## src/rtl/fir_sched_pkg.sv

```systemverilog
// Shared types and constants for the time-multiplexed FIR MAC scheduler.
// WORD_LENGTH/TAPS/ACC_W are the engine's fixed dimensions (Q1.15, 32 taps).
package fir_sched_pkg;

    localparam int WORD_LENGTH = 16;
    localparam int TAPS        = 32;
    localparam int TAP_W       = 5;
    localparam int ACC_W       = 2*WORD_LENGTH+6;
    localparam int Q_SHIFT     = 15;

    localparam logic [WORD_LENGTH-1:0] SAT_MAX = 16'h7FFF;
    localparam logic [WORD_LENGTH-1:0] SAT_MIN = 16'h8000;

    typedef enum logic [1:0] {
        IDLE  = 2'd0,
        LOAD  = 2'd1,
        MAC   = 2'd2,
        STORE = 2'd3
    } state_t;

    typedef enum logic [1:0] {
        LPF = 2'd0,
        BPF = 2'd1,
        HPF = 2'd2
    } filt_t;

    // Shift an accumulator back to Q1.15 and clamp to the word range.
    function automatic logic [WORD_LENGTH-1:0] sat_q15(
        input logic signed [ACC_W-1:0] acc
    );
        logic signed [ACC_W-1:0] sh;
        logic signed [ACC_W-1:0] hi;
        logic signed [ACC_W-1:0] lo;
        sh = acc >>> Q_SHIFT;
        hi = {{(ACC_W-WORD_LENGTH){1'b0}}, SAT_MAX};
        lo = {{(ACC_W-WORD_LENGTH){1'b1}}, SAT_MIN};
        if (sh > hi) begin
            return SAT_MAX;
        end else if (sh < lo) begin
            return SAT_MIN;
        end
        return sh[WORD_LENGTH-1:0];
    endfunction

endpackage

```

## src/rtl/fir_mac_scheduler_ring.sv

```systemverilog
// sample_ring: per-channel 32-entry sample history with write pointer.
// Ports: clk_i, rst_ni (async low), we_i/wdata_i write, tap_i -> rdata_o.
module sample_ring
    import fir_sched_pkg::*;
(
    input  logic                   clk_i,
    input  logic                   rst_ni,
    input  logic                   we_i,
    input  logic [WORD_LENGTH-1:0] wdata_i,
    input  logic [TAP_W-1:0]       tap_i,
    output logic [WORD_LENGTH-1:0] rdata_o
);

    logic [WORD_LENGTH-1:0] mem_q [TAPS];
    logic [TAP_W-1:0]       wptr_q;

    // New sample lands one past the pointer, pointer then names the newest.
    always_ff @(posedge clk_i or negedge rst_ni) begin
        if (!rst_ni) begin
            wptr_q <= '0;
            for (int i = 0; i < TAPS; i++) begin
                mem_q[i] <= '0;
            end
        end else if (we_i) begin
            mem_q[wptr_q + TAP_W'(1)] <= wdata_i;
            wptr_q                   <= wptr_q + TAP_W'(1);
        end
    end

    // Tap k is k samples older than the newest; 5-bit math wraps mod 32.
    assign rdata_o = mem_q[wptr_q - tap_i];

endmodule

```

## src/rtl/fir_mac_scheduler.sv

```systemverilog
// Shared-MAC FIR engine: LPF/BPF/HPF for L and R, 32 taps, one multiplier.
// Ports: clk, reset (async low), shot_*/Channel_* in, coef_* ROM port,
// six filter outputs, done_*, busy, overrun_*. Option: MAC_ROUND_EN.
module fir_mac_scheduler
    import fir_sched_pkg::*;
(
    input  logic                   clk,
    input  logic                   reset,
    input  logic                   shot_L,
    input  logic                   shot_R,
    input  logic [WORD_LENGTH-1:0] Channel_L,
    input  logic [WORD_LENGTH-1:0] Channel_R,
    output logic [1:0]             coef_sel,
    output logic [TAP_W-1:0]       coef_idx,
    input  logic [WORD_LENGTH-1:0] coef_data,
    output logic [WORD_LENGTH-1:0] LPF_L,
    output logic [WORD_LENGTH-1:0] BPF_L,
    output logic [WORD_LENGTH-1:0] HPF_L,
    output logic [WORD_LENGTH-1:0] LPF_R,
    output logic [WORD_LENGTH-1:0] BPF_R,
    output logic [WORD_LENGTH-1:0] HPF_R,
    output logic                   done_L,
    output logic                   done_R,
    output logic                   busy,
    output logic                   overrun_L,
    output logic                   overrun_R
);

    state_t                  state_q;
    filt_t                   filt_q;
    logic [TAP_W-1:0]        k_q;
    logic                    ch_q;
    logic                    rr_q;
    logic                    pend_l_q;
    logic                    pend_r_q;
    logic [WORD_LENGTH-1:0]  hold_l_q;
    logic [WORD_LENGTH-1:0]  hold_r_q;
    logic signed [ACC_W-1:0] acc_q;

    logic                      load_l;
    logic                      load_r;
    logic [WORD_LENGTH-1:0]    tap_l;
    logic [WORD_LENGTH-1:0]    tap_r;
    logic [WORD_LENGTH-1:0]    tap;
    logic signed [2*WORD_LENGTH-1:0] prod;
    logic signed [ACC_W-1:0]   acc_d;
    logic signed [ACC_W-1:0]   acc_rnd;
    logic [WORD_LENGTH-1:0]    res_d;

    assign load_l = (state_q == LOAD) && !ch_q;
    assign load_r = (state_q == LOAD) &&  ch_q;

    sample_ring u_ring_l (
        .clk_i   (clk),
        .rst_ni  (reset),
        .we_i    (load_l),
        .wdata_i (hold_l_q),
        .tap_i   (k_q),
        .rdata_o (tap_l)
    );

    sample_ring u_ring_r (
        .clk_i   (clk),
        .rst_ni  (reset),
        .we_i    (load_r),
        .wdata_i (hold_r_q),
        .tap_i   (k_q),
        .rdata_o (tap_r)
    );

    assign tap   = ch_q ? tap_r : tap_l;
    assign prod  = $signed(tap) * $signed(coef_data);
    assign acc_d = acc_q + ACC_W'(prod);

`ifdef MAC_ROUND_EN
    // Half an LSB of the result word: round-half-up before the shift.
    assign acc_rnd = acc_q + (ACC_W'(1) << (Q_SHIFT-1));
`else
    assign acc_rnd = acc_q;
`endif

    assign res_d = sat_q15(acc_rnd);

    assign coef_sel = (state_q == MAC) ? filt_q : 2'd0;
    assign coef_idx = (state_q == MAC) ? k_q : '0;
    assign busy     = (state_q != IDLE);

    always_ff @(posedge clk or negedge reset) begin
        if (!reset) begin
            state_q   <= IDLE;
            filt_q    <= LPF;
            k_q       <= '0;
            ch_q      <= 1'b0;
            rr_q      <= 1'b0;
            pend_l_q  <= 1'b0;
            pend_r_q  <= 1'b0;
            hold_l_q  <= '0;
            hold_r_q  <= '0;
            acc_q     <= '0;
            LPF_L     <= '0;
            BPF_L     <= '0;
            HPF_L     <= '0;
            LPF_R     <= '0;
            BPF_R     <= '0;
            HPF_R     <= '0;
            done_L    <= 1'b0;
            done_R    <= 1'b0;
            overrun_L <= 1'b0;
            overrun_R <= 1'b0;
        end else begin
            done_L <= 1'b0;
            done_R <= 1'b0;

            // A strobe during this channel's LOAD starts a fresh job,
            // it does not drop one, so it is not an overrun.
            overrun_L <= shot_L && pend_l_q && !load_l;
            overrun_R <= shot_R && pend_r_q && !load_r;
            pend_l_q  <= shot_L || (pend_l_q && !load_l);
            pend_r_q  <= shot_R || (pend_r_q && !load_r);
            if (shot_L) hold_l_q <= Channel_L;
            if (shot_R) hold_r_q <= Channel_R;

            unique case (state_q)
                IDLE: begin
                    if (pend_l_q || pend_r_q) begin
                        state_q <= LOAD;
                        // rr_q only moves on contention: it names the
                        // channel that wins the next tie.
                        if (pend_l_q && pend_r_q) begin
                            ch_q <= rr_q;
                            rr_q <= ~rr_q;
                        end else begin
                            ch_q <= pend_r_q;
                        end
                    end
                end
                LOAD: begin
                    acc_q   <= '0;
                    filt_q  <= LPF;
                    k_q     <= '0;
                    state_q <= MAC;
                end
                MAC: begin
                    acc_q <= acc_d;
                    k_q   <= k_q + TAP_W'(1);
                    if (k_q == TAP_W'(TAPS-1)) begin
                        state_q <= STORE;
                    end
                end
                STORE: begin
                    acc_q <= '0;
                    unique case ({ch_q, filt_q})
                        {1'b0, LPF}: LPF_L <= res_d;
                        {1'b0, BPF}: BPF_L <= res_d;
                        {1'b0, HPF}: HPF_L <= res_d;
                        {1'b1, LPF}: LPF_R <= res_d;
                        {1'b1, BPF}: BPF_R <= res_d;
                        {1'b1, HPF}: HPF_R <= res_d;
                        default: ;
                    endcase
                    if (filt_q == HPF) begin
                        done_L  <= !ch_q;
                        done_R  <= ch_q;
                        state_q <= IDLE;
                    end else begin
                        filt_q  <= (filt_q == LPF) ? BPF : HPF;
                        state_q <= MAC;
                    end
                end
                default: state_q <= IDLE;
            endcase
        end
    end

endmodule

```

## config.mk

```make
export PLATFORM = sky130hd
export DESIGN_NAME = fir_mac_scheduler
export DESIGN_NICKNAME = d
export VERILOG_FILES = /design/src/rtl/fir_sched_pkg.sv /design/src/rtl/fir_mac_scheduler_ring.sv /design/src/rtl/fir_mac_scheduler.sv
export SDC_FILE = /design/constraint.sdc
export NUM_CORES = 2
export LEC_CHECK = 0
export ABC_AREA = 1
export BUFFER_PORTS_ARGS = -buffer_cell sky130_fd_sc_hd__buf_4
export CAP_MARGIN = 20
export CELL_PAD_IN_SITES_DETAIL_PLACEMENT = 0
export CELL_PAD_IN_SITES_GLOBAL_PLACEMENT = 2
export CORE_MARGIN = 4
export CORE_UTILIZATION = 41
export DETAILED_ROUTE_END_ITERATION = 8
export PLACE_DENSITY = 0.84
export SKIP_CTS_REPAIR_TIMING = 1
export SLEW_MARGIN = 15
export SYNTH_ARGS = -nofsm -noshare
export SYNTH_HDL_FRONTEND = slang
export SYNTH_HIERARCHICAL = 1
export SYNTH_SLANG_ARGS = --single-unit
export TNS_END_PERCENT = 5
```

## constraint.sdc

```tcl
create_clock -name clk -period 12.8 [get_ports clk]
set_clock_uncertainty 0.05 [all_clocks]
set_input_delay 1.92 -clock clk [delete_from_list [all_inputs] [get_ports clk]]
set_output_delay 1.92 -clock clk [all_outputs]
set_load 0.02 [all_outputs]
```

==> run_results.csv <==
group,metric,value,unit
run_status,status,"finished, final reports clean",
worst_setup_path,critPathBufInv,9,
cts,htreeDepth,4,
cts,cts_buffer_depth,3,
detailed_routing,drt-total-wl,275.5,mm
detailed_routing,drt_iter0_drc,6943,
cts,root_buffer,"clkbuf_16",
cts,cts_tree,"done",
detailed_routing,ant_nets,0,
synthesis,async_flop_share,100.0,%
sta,setup_tns,0,ns
power_and_ir_drop,clockPowerShare,42.3,%
sta,setup_viol,0,
power_and_ir_drop,ir_drop,0.1196,mV
synthesis,ys.flop_type,"dfrtp_1",
layout,drive_gt1_share,6.219,%
worst_setup_path,crit_top_cell,"nand2_1",
worst_setup_path,path_class,"reg -> reg",
synthesis,synth_top_area_cell,"dfrtp_1",
worst_setup_path,path_max_fanout,44,
grt,grt_overflow_total,0,
placed_design,finalWeightedCongestion,0.9027,
cts,clk_transition_reported_paths,0.06,ns
sta,relSlewSlack,23.46,%
synthesis,avgSynthCellArea,7.496,sq um
power_and_ir_drop,p_switching,0.003160,W
sta,min_period,10.07,ns
sta,fin_crit_sh,78.70,%
floorplan,die_y,435.4,um
power_and_ir_drop,p_int,0.006986,W
synthesis,synth-edff-count,0,
synthesis,muxShareOfSynthArea,0,%
layout,fin_nets,10174,
power_and_ir_drop,swShare,31.14,%
cts,clock_latency,0.82,ns
synthesis,ys_types,37,
worst_setup_path,critPathMaxStageDelay,0.94,ns
synthesis,synth_xor_area_share,0.3158,%
cts,cts_sinks,1217,
hold_path,hold_class,"reg -> reg",
grt,groute.usage.overall,28.65,%
floorplan,dieArea,189600,sq um
worst_setup_path,crit_path_end_kind,"register",
power_and_ir_drop,pwr-share-seq,40.3,%
synthesis,synth_area_leaders,"dfrtp_1 (41%), nand2_1 (19%), fa_1 (8.7%)",
worst_setup_path,worstPathArrival,10.73,ns
synthesis,synth_fp_nets,10502,
synthesis,ys_warn_count,6,
floorplan,die_w,435.4,um
cts,cts-buffers-inserted,149,
flow_run,drv_cap,0,
detailed_routing,routedWlPerCell,22.67,um
floorplan,start_util,41.34,%
worst_setup_path,cp-start-kind,"register",
detailed_routing,vias_per_cell,5.559,
sta,hold_viol_final,0,
synthesis,yosys-top-cells-count,"nand2_1 (3874), dfrtp_1 (1217), nand4_1 (1029), inv_1 (1005), nand3_1 (976)",
synthesis,synth_area,74890,sq um
worst_setup_path,r2r_slack,2.73,ns
grt,grt_pass1_wl,424.6,mm
grt,antenna_found_initial,2,
sta,rsz0062_at_grt,"no",
power_and_ir_drop,p_leak,43.23,nW
layout,fin_area,82030,sq um
synthesis,synth_top_family_by_area,"simple AND/OR/NAND/NOR gates",
synthesis,synth_seq_cells,1217,
synthesis,yosysMostFrequentCell,"nand2_1",
power_and_ir_drop,power_density,123.7,nW/um^2
sta,worstMarginPinSlew,1.145,ns
layout,areaGrowthSynthToFinish,9.544,%
synthesis,synth-simple-area-share,36.56,%
placed_design,place_hpwl,167.7,mm
worst_setup_path,cp_slowest_cell,"fa_4",
power_and_ir_drop,combPwrFrac,17.4,%
worst_setup_path,critPathTopFamily,"adder cells",
grt,grt_pass1_vias,65682,
sta,fmax,99.27,MHz
detailed_routing,drc,0,
synthesis,synth_compound_gate_area_share,1.806,%
synthesis,synthCells,9990,
layout,nFillCells,18419,
floorplan,rows,156,
placed_design,portBuffers,159,
synthesis,synth.top_cell.area_share,40.67,%
detailed_routing,num_vias,67534,
worst_setup_path,cp.required,13.46,ns
placed_design,place_area,77140,sq um
floorplan,io_pins,160,
floorplan,core_area,181100,sq um
synthesis,synth_fa_ha_area_share,10.93,%
grt,grt_max_degree,175,
synthesis,yosysSeqAreaShare,40.67,%
sta,final_max_slew_viol_count,0,
detailed_routing,dr.pass1.iters,6,
per-stage QoR:
step / util [%] / setup slack [ns] / cells / hold WS (ns) / power, W
after floorplan: - / 5.048 / 9990 / 0.3903 / 0.005248
after global placement: 42.59 / 2.838 / 11881 / 0.4025 / 0.005926
after detailed placement: 42.59 / 2.759 / 11881 / 0.4079 / 0.005933
after CTS: 45.29 / 2.786 / 12147 / 0.4215 / 0.01025
after global routing: 45.29 / 2.111 / 12148 / 0.4302 / 0.01064
final: 45.29 / 2.726 / 12148 / 0.4168 / 0.01015
power groups by stage:
stage / sequential [W] / combinational [W] / clock [W]
global route: 0.00410 / 0.00202 / 0.00453
finish: 0.00409 / 0.00177 / 0.00429
detailed placement: 0.00416 / 0.00178 / 0
CTS: 0.00409 / 0.00179 / 0.00438
global placement: 0.00415 / 0.00177 / 0
floorplan: 0.00412 / 0.00113 / 0
final cells by class:
class | instances | area [sq um] | share of cell area (%)
repair buffers | 305 | 2452 | 2.989
inverters | 1029 | 3918 | 4.776
clock inverters | 40 | 534.3 | 0.6513
diodes | 1 | 2.502 | 0.003051
well taps | 2370 | 2965 | 3.615
clock buffers | 226 | 4358 | 5.312
multi-input cells | 6960 | 37350 | 45.53
flip-flops and latches | 1217 | 30450 | 37.12
kinds of logic after synthesis:
family | count (synthesis)
AO/OA/AOI/OAI | 225
XOR/XNOR | 27
adder cells (fa/ha/maj) | 460
buffers and inverters | 1813
flip-flops | 1217
AND/OR/NAND/NOR | 6248
routing by layer:
layer / part of all wire, % / global-route usage [%] / vias up / wire (um)
met5: 0 / 0 / - / 0
li1: - / - / 31385 / -
met2: 44 / 43.60 / 2412 / 122200
met3: 6.8 / 4.281 / 361 / 18850
met4: 3.5 / 9.648 / 0 / 9552
met1: 45 / 41.82 / 33376 / 124800
worst min-delay path: stages (launching register included):
cell and delay [ns]:
dfrtp_1 0.34, nand2_1 0.05, nand2_1 0.05
final timing paths:
path / start / endpoint / cells past startpoint
setup / recovery: u_ring_l/wptr_q[0]$_DFFE_PN0P_ / acc_q[37]$_DFFE_PN0P_ / 36
min in group asynchronous: reset / u_ring_r/mem_q[484]$_DFFE_PN0P_ / 1
setup reg to reg: u_ring_l/wptr_q[0]$_DFFE_PN0P_ / acc_q[37]$_DFFE_PN0P_ / 36
hold / removal: u_ring_r/mem_q[8]$_DFFE_PN0P_ / u_ring_r/mem_q[8]$_DFFE_PN0P_ / 2
hold reg to reg: u_ring_r/mem_q[8]$_DFFE_PN0P_ / u_ring_r/mem_q[8]$_DFFE_PN0P_ / 2
max in group asynchronous: reset / u_ring_l/mem_q[180]$_DFFE_PN0P_ / 3
cell usage in the layout (no fill, tap or decap), drive strengths merged, types with 13 or more instances in the layout:
cell    Yosys  final
nand4    1029   1029
clkbuf    483    226
xor2       13     13
nor2      328    328
xnor2      14     14
a21oi      55     55
nand3     977    977
dfrtp    1217   1217
buf       301    305
or2        24     24
ha        136    136
clkinv      9     33
nand2    3874   3874
o21ai      57     57
fa        324    324
inv      1020   1028
a31oi      90     90
state kept, by name, summed over array words and instances (netlist names), 16 cells and up:
| name | cells |
|---|---|
| hold_r_q | 16 |
| u_ring_r/mem_q | 512 |
| BPF_R | 16 |
| LPF_L | 16 |
| acc_q | 38 |
| BPF_L | 16 |
| HPF_R | 16 |
| hold_l_q | 16 |
| u_ring_l/mem_q | 512 |
| LPF_R | 16 |
| HPF_L | 16 |
No activity file was read; power rests on OpenSTA's default activity.
